`src/rtl/core_pkg.sv`:
```
// core_pkg: shared definitions for the instruction sequencer.
//   - state_e             : sequencer state encoding (also exposed on the debug port)
//   - PC_SEL_*            : next-PC select encodings
//   - TIMEOUT_CYCLES_DEFAULT / TIMER_W : memory-handshake timeout default and counter width
//   - resolve_pc_sel()    : resolves the decoder PC select against the branch outcome
package core_pkg;

  typedef enum logic [2:0] {
    ST_FETCH  = 3'd0,
    ST_DECODE = 3'd1,
    ST_EXEC   = 3'd2,
    ST_MEM    = 3'd3,
    ST_WB     = 3'd4,
    ST_HALT   = 3'd5,
    ST_FAULT  = 3'd6
  } state_e;

  localparam logic [1:0] PC_SEL_SEQ    = 2'd0;
  localparam logic [1:0] PC_SEL_BRANCH = 2'd1;
  localparam logic [1:0] PC_SEL_JALR   = 2'd2;

  localparam int TIMEOUT_CYCLES_DEFAULT = 16;
  localparam int TIMER_W                = 8;

  // A not-taken conditional branch falls through to pc+4; everything else
  // uses the decoder's select unchanged.
  function automatic logic [1:0] resolve_pc_sel(input logic       branch,
                                                input logic       taken,
                                                input logic [1:0] sel);
    logic [1:0] res;
    if (branch && !taken) begin
      res = PC_SEL_SEQ;
    end else begin
      res = sel;
    end
    return res;
  endfunction

endpackage

```
`src/rtl/wait_timer.sv`:
```
// wait_timer: counts consecutive handshake wait cycles.
// Ports:
//   clk, rst  : clock, synchronous active-high reset
//   clear     : zero the counter (takes priority over count)
//   count     : this cycle is a wait cycle (request high, ready low)
//   expired   : this wait cycle is the LIMIT-th consecutive one; the owner
//               must leave for its fault state on the next edge
module wait_timer
  import core_pkg::*;
#(
  parameter int LIMIT = TIMEOUT_CYCLES_DEFAULT
) (
  input  logic clk,
  input  logic rst,
  input  logic clear,
  input  logic count,
  output logic expired
);

  localparam logic [TIMER_W-1:0] LIMIT_M1 = TIMER_W'(LIMIT - 1);

  logic [TIMER_W-1:0] count_r;

  // Wait-cycle counter; saturates so it can never wrap back below the limit.
  always_ff @(posedge clk) begin
    if (rst) begin
      count_r <= '0;
    end else if (clear) begin
      count_r <= '0;
    end else if (count && (count_r != {TIMER_W{1'b1}})) begin
      count_r <= count_r + TIMER_W'(1);
    end else begin
      count_r <= count_r;
    end
  end

  // count_r holds the number of earlier wait cycles, so a wait cycle seen
  // with LIMIT-1 already behind it is the last one permitted. A ready in
  // that same cycle means count is low, so ready wins over the timeout.
  assign expired = count && (count_r >= LIMIT_M1);

endmodule

```
`src/rtl/core_sequencer.sv`:
```
// core_sequencer: multi-cycle control FSM for a simple RISC core.
// Sequence: FETCH -> DECODE -> EXEC -> [MEM] -> [WB] -> FETCH, with sticky
// HALT (system instruction) and FAULT (handshake timeout / illegal state).
// Ports:
//   clk, rst                     : clock, synchronous active-high reset
//   run_en                       : permits a new instruction fetch
//   imem_req / imem_ready        : instruction-fetch handshake
//   ir_we                        : instruction-register load pulse
//   dec_*                        : decoder flags for the current instruction
//   branch_taken                 : comparator result, valid in EXEC
//   dmem_req / dmem_we / dmem_ready : data-memory handshake
//   rf_we                        : register-file write strobe
//   pc_we / pc_sel_out           : PC update strobe and resolved select
//   retire                       : one pulse per completed instruction
//   halted / fault / state       : status and debug
module core_sequencer
  import core_pkg::*;
#(
  parameter int TIMEOUT_CYCLES = TIMEOUT_CYCLES_DEFAULT
) (
  input  logic       clk,
  input  logic       rst,
  input  logic       run_en,
  output logic       imem_req,
  input  logic       imem_ready,
  output logic       ir_we,
  input  logic       dec_reg_we,
  input  logic       dec_mem_we,
  input  logic       dec_mem_re,
  input  logic       dec_branch,
  input  logic       dec_is_system,
  input  logic [1:0] dec_pc_sel,
  input  logic       branch_taken,
  output logic       dmem_req,
  output logic       dmem_we,
  input  logic       dmem_ready,
  output logic       rf_we,
  output logic       pc_we,
  output logic [1:0] pc_sel_out,
  output logic       retire,
  output logic       halted,
  output logic       fault,
  output logic [2:0] state
);

  state_e     state_r;
  state_e     state_next_s;
  logic       imem_req_s;
  logic       ir_we_s;
  logic       dmem_req_s;
  logic       dmem_we_s;
  logic       rf_we_s;
  logic       pc_we_s;
  logic [1:0] pc_sel_s;
  logic       retire_s;
  logic       timer_count_s;
  logic       timer_clear_s;
  logic       timer_expired_s;

  // Every state change clears the timer, which covers entry to FETCH and MEM.
  assign timer_clear_s = (state_next_s != state_r);

  wait_timer #(
    .LIMIT(TIMEOUT_CYCLES)
  ) u_wait_timer (
    .clk    (clk),
    .rst    (rst),
    .clear  (timer_clear_s),
    .count  (timer_count_s),
    .expired(timer_expired_s)
  );

  // State register.
  always_ff @(posedge clk) begin
    if (rst) begin
      state_r <= ST_FETCH;
    end else begin
      state_r <= state_next_s;
    end
  end

  // Next-state, handshake and strobe decode.
  always_comb begin
    state_next_s  = state_r;
    imem_req_s    = 1'b0;
    ir_we_s       = 1'b0;
    dmem_req_s    = 1'b0;
    dmem_we_s     = 1'b0;
    rf_we_s       = 1'b0;
    pc_we_s       = 1'b0;
    pc_sel_s      = PC_SEL_SEQ;
    retire_s      = 1'b0;
    timer_count_s = 1'b0;

    case (state_r)
      ST_FETCH: begin
        // With run_en low there is no request, so neither ready nor the
        // timer can advance the fetch.
        imem_req_s    = run_en;
        timer_count_s = run_en & ~imem_ready;
        if (run_en && imem_ready) begin
          ir_we_s      = 1'b1;
          state_next_s = ST_DECODE;
        end else if (timer_expired_s) begin
          state_next_s = ST_FAULT;
        end else begin
          state_next_s = ST_FETCH;
        end
      end
      ST_DECODE: begin
        state_next_s = ST_EXEC;
      end
      ST_EXEC: begin
        if (dec_is_system) begin
          state_next_s = ST_HALT;
        end else if (dec_mem_re || dec_mem_we) begin
          state_next_s = ST_MEM;
        end else if (dec_reg_we) begin
          state_next_s = ST_WB;
        end else begin
          retire_s     = 1'b1;
          state_next_s = ST_FETCH;
        end
      end
      ST_MEM: begin
        // Request stays up until ready; a write flag marks a store.
        dmem_req_s    = 1'b1;
        dmem_we_s     = dec_mem_we;
        timer_count_s = ~dmem_ready;
        if (dmem_ready) begin
          if (dec_mem_we) begin
            retire_s     = 1'b1;
            state_next_s = ST_FETCH;
          end else begin
            state_next_s = ST_WB;
          end
        end else if (timer_expired_s) begin
          state_next_s = ST_FAULT;
        end else begin
          state_next_s = ST_MEM;
        end
      end
      ST_WB: begin
        rf_we_s      = 1'b1;
        retire_s     = 1'b1;
        state_next_s = ST_FETCH;
      end
      ST_HALT: begin
        state_next_s = ST_HALT;
      end
      ST_FAULT: begin
        state_next_s = ST_FAULT;
      end
      default: begin
        // Unused encoding: treat as corruption.
        state_next_s = ST_FAULT;
      end
    endcase

    // The retire cycle is the only cycle that updates the PC.
    if (retire_s) begin
      pc_we_s  = 1'b1;
      pc_sel_s = resolve_pc_sel(dec_branch, branch_taken, dec_pc_sel);
    end else begin
      pc_we_s  = 1'b0;
      pc_sel_s = PC_SEL_SEQ;
    end

    // Reset overrides everything, abandoning any transfer in flight.
    if (rst) begin
      state_next_s  = ST_FETCH;
      imem_req_s    = 1'b0;
      ir_we_s       = 1'b0;
      dmem_req_s    = 1'b0;
      dmem_we_s     = 1'b0;
      rf_we_s       = 1'b0;
      pc_we_s       = 1'b0;
      pc_sel_s      = PC_SEL_SEQ;
      retire_s      = 1'b0;
      timer_count_s = 1'b0;
    end else begin
      state_next_s  = state_next_s;
    end
  end

  assign imem_req   = imem_req_s;
  assign ir_we      = ir_we_s;
  assign dmem_req   = dmem_req_s;
  assign dmem_we    = dmem_we_s;
  assign rf_we      = rf_we_s;
  assign pc_we      = pc_we_s;
  assign pc_sel_out = pc_sel_s;
  assign retire     = retire_s;

  // Status comes straight from the state register, masked while in reset.
  assign halted = ~rst & (state_r == ST_HALT);
  assign fault  = ~rst & (state_r == ST_FAULT);
  assign state  = rst ? 3'd0 : state_r;

endmodule

```
`config.mk`:
```
export PLATFORM = sky130hd
export DESIGN_NAME = core_sequencer
export DESIGN_NICKNAME = d
export VERILOG_FILES = /design/src/rtl/core_pkg.sv /design/src/rtl/wait_timer.sv /design/src/rtl/core_sequencer.sv
export SDC_FILE = /design/constraint.sdc
export NUM_CORES = 1
export LEC_CHECK = 0
export BUFFER_PORTS_ARGS = -buffer_cell sky130_fd_sc_hd__buf_2
export CORE_UTILIZATION = 38
export DETAILED_ROUTE_END_ITERATION = 8
export HOLD_SLACK_MARGIN = 0.03
export PLACE_DENSITY = 0.7
export SLEW_MARGIN = 25
export SYNTH_ARGS = -nofsm -noshare
export SYNTH_HDL_FRONTEND = slang
export SYNTH_SLANG_ARGS = --single-unit
```
`constraint.sdc`:
```
create_clock -name clk -period 3.46 [get_ports clk]
set_clock_uncertainty 0.1 [all_clocks]
set_input_delay 0.173 -clock clk [delete_from_list [all_inputs] [get_ports clk]]
set_output_delay 0.173 -clock clk [all_outputs]
set_load 0.02 [all_outputs]
```
==> impl_metrics.tcl <==
set metrics [dict create \
    place.gp.congestion 0.814 \
    synth_top_area_frac 0.255 \
    synthMostInstantiatedCell "nor2_1" \
    synth_top_family_by_area "simple AND/OR/NAND/NOR gates" \
    crit_path_max_fanout 10 \
    worst_slack_ns 1.28 \
    cp-end-kind "output port" \
    slew_headroom 0.572 \
    internal-power_uw 196 \
    rsz0062_at_grt "no" \
    rows 16 \
    syn_avg_cell_area_um2 7.64 \
    fin_crit_ns 2.18 \
    whs_path_depth 2 \
    ant_nets 0 \
    antenna_found_initial 0 \
    min_period_over_period 0.631 \
    worstSetupPathType "reg -> out" \
    cts-htree-levels 1 \
    synth.area.top_cells "dfxtp_1, nor3_1, nor2_1" \
    synthArstFlopShare 0 \
    status "completed" \
    cts_num_sinks 11 \
    hold_viol 0 \
    synthFlopType "dfxtp_1" \
    syn_area_um2 863 \
    reg2reg_slack_ns 1.29 \
    synth_edf_count 0 \
    vias_per_cell 5.58 \
    grt_pass1_vias 876 \
    synthMuxAreaShare 0.0116 \
    die_area_um2 2470 \
    min_to "state_r[2]$_SDFF_PP0_" \
    crit_chain "inv_1 -> nor2_1 -> a22oi_1 -> nor3_1 -> and2_1 -> buf_2" \
    synth_compound_area_frac 0.199 \
    power_frac_comb 0.200 \
    final_nets 152 \
    cts_tree "done" \
    max_stage_delay_ns 0.55 \
    clk_latency_ns 0.26 \
    cts-buffers-inserted 3 \
    yosys_warnings 0 \
    ff2ff_path_depth 5 \
    clockRootBuffer "clkbuf_4" \
    synth-simple-area-share 0.374 \
    cts_setup_buffers 0 \
    grt-ovfl-total 0 \
    synthDistinctLibCells 41 \
    critPathLaunchType "register" \
    detail_route.first_pass.iterations 4 \
    tightest_slew_ns 0.641 \
    power_density_nw_per_um2 272 \
    reg2reg_to "u_wait_timer.count_r[0]$_SDFFE_PP0P_" \
    p_seq_frac 0.495 \
    vias 915 \
    clkPwrFrac 0.304 \
    synth_common_cells "nor2_1, nor3_1, dfxtp_1, nand2_1, xnor2_1" \
    coreArea_um2 2040 \
    drt-wirelength-per-cell_um 12.6 \
    syn_nets 127 \
    hp-start "rst" \
    grtUsageTotal 0.186 \
    drv_cap 0 \
    reg2reg_from "state_r[0]$_SDFF_PP0_" \
    crit_arrival_ns 1.91 \
    remaining_drc_errors 0 \
    fin_tns_setup_ns 0 \
    cts_buffer_depth 2 \
    critPathRequiredTime_ns 3.19 \
    yosysTopAreaCell "dfxtp_1" \
    synthToLayoutAreaGrowth_pct 16.7 \
    grt_pass1_wl_um 3670 \
    dp.cells 160 \
    wl_um 2070 \
    drtIter0Drc 44 \
    postSynthCellCount 113 \
    portBuffers 26 \
    synthAdderAreaFrac 0.0145 \
    peakVddDrop_mv 0.169 \
    fmax_mhz 458 \
    setup_viol 0 \
    slew_violations 0 \
    synth.yosys.seq_area_share 0.255 \
    synth_xor_area_frac 0.0710 \
    leakagePower_uw 0.000420 \
    die_w_um 49.7 \
    stdcell_count 164 \
    p_total_uw 274 \
    cts_hold_buf 0 \
    clk_pin_slew_worst_paths_ns 0.06 \
    io_pins 27 \
    ys_seq_elements 11 \
    start_util 0.423 \
    antenna_cells 0 \
    fp.dieH_um 49.7 \
    grt_max_degree 19 \
    slowest_stage "dfxtp_1" \
    switching_share 0.286 \
    hpwl_um 1590 \
    post_cts_resized 0 \
    hold_class "in -> reg" \
    drive_gt1_frac 0.263 \
    p_sw_uw 78.5 \
    detailedPlace.worstSlack_ns 1.28 \
]
-- routing by layer --
layer	global-route usage	share of wire
met5	0	0
met3	0.0309	0.054
met1	0.241	0.47
met2	0.320	0.47
met4	0.0429	0.0058
-- worst max-delay path by stage --
stage                                          from                                   end  slack [ns]  cells after the start
4_1_cts                       state_r[0]$_SDFF_PP0_  u_wait_timer.count_r[0]$_SDFFE_PP0P_        1.28                      5
6_report                      state_r[1]$_SDFF_PP0_                         pc_sel_out[0]        1.28                      6
5_1_grt                       state_r[1]$_SDFF_PP0_                         pc_sel_out[0]        1.02                      6
2_1_floorplan  u_wait_timer.count_r[0]$_SDFFE_PP0P_  u_wait_timer.count_r[0]$_SDFFE_PP0P_        1.63                      6
3_5_place_dp                  state_r[0]$_SDFF_PP0_  u_wait_timer.count_r[0]$_SDFFE_PP0P_        1.28                      5
3_3_place_gp                  state_r[0]$_SDFF_PP0_  u_wait_timer.count_r[1]$_SDFFE_PP0P_        1.38                      5
-- layout make-up --
type / count / area [um^2]
fill: 210 / 1030
multi-input combinational: 91 / 578
sequential: 11 / 220
timing repair buffer: 26 / 130
tap: 27 / 33.8
clock buffer: 4 / 26.3
inverter: 5 / 18.8
-- cells in the final DEF (no fill, tap or decap), drive strengths merged, types with 4 or more instances in the layout --
| cell type | netlist | routed |
|---|---|---|
| nor3 | 13 | 13 |
| nor2 | 14 | 14 |
| nand2 | 9 | 9 |
| clkbuf | 0 | 4 |
| and2 | 4 | 4 |
| xnor2 | 6 | 6 |
| and3 | 4 | 4 |
| dfxtp | 11 | 11 |
| buf | 6 | 26 |
| inv | 5 | 5 |
-- state kept, by name, summed over array words and instances (netlist names) --
| name | flops |
|---|---|
| u_wait_timer.count_r | 8 |
| state_r | 3 |
-- metrics by stage --
step           cell area [um^2]   util  hold slack, ns
2_1_floorplan               863      -           0.287
3_3_place_gp                981  0.480           0.390
3_5_place_dp                981  0.480           0.384
4_1_cts                    1010  0.493           0.107
5_1_grt                    1010  0.493           0.137
6_report                   1010  0.493           0.122
-- power groups by stage --
stage               clock network [uW]  registers, uW  logic (uW)
CTS                               86.0            136        54.8
detailed placement                   0            139        54.5
floorplan                            0            133        45.1
finish                            83.5            136        54.9
global route                      90.5            137        61.3
global placement                     0            138        53.9
-- cell families after synthesis --
| logic type | after synthesis |
|---|---|
| AO/OA/AOI/OAI | 23 |
| XOR/XNOR | 7 |
| buffers and inverters | 11 |
| adder cells (fa/ha/maj) | 1 |
| AND/OR/NAND/NOR | 59 |
| flip-flops | 11 |
| multiplexers | 1 |
-- worst max-delay path, delay by kind of cell, from the launching register on --
kind / cells / cell delay (ns)
compound gates: 1 / 0.13
buf+inv: 2 / 0.38
flops: 1 / 0.55
simple gates: 3 / 0.59
(Power assumes the default switching activity.)
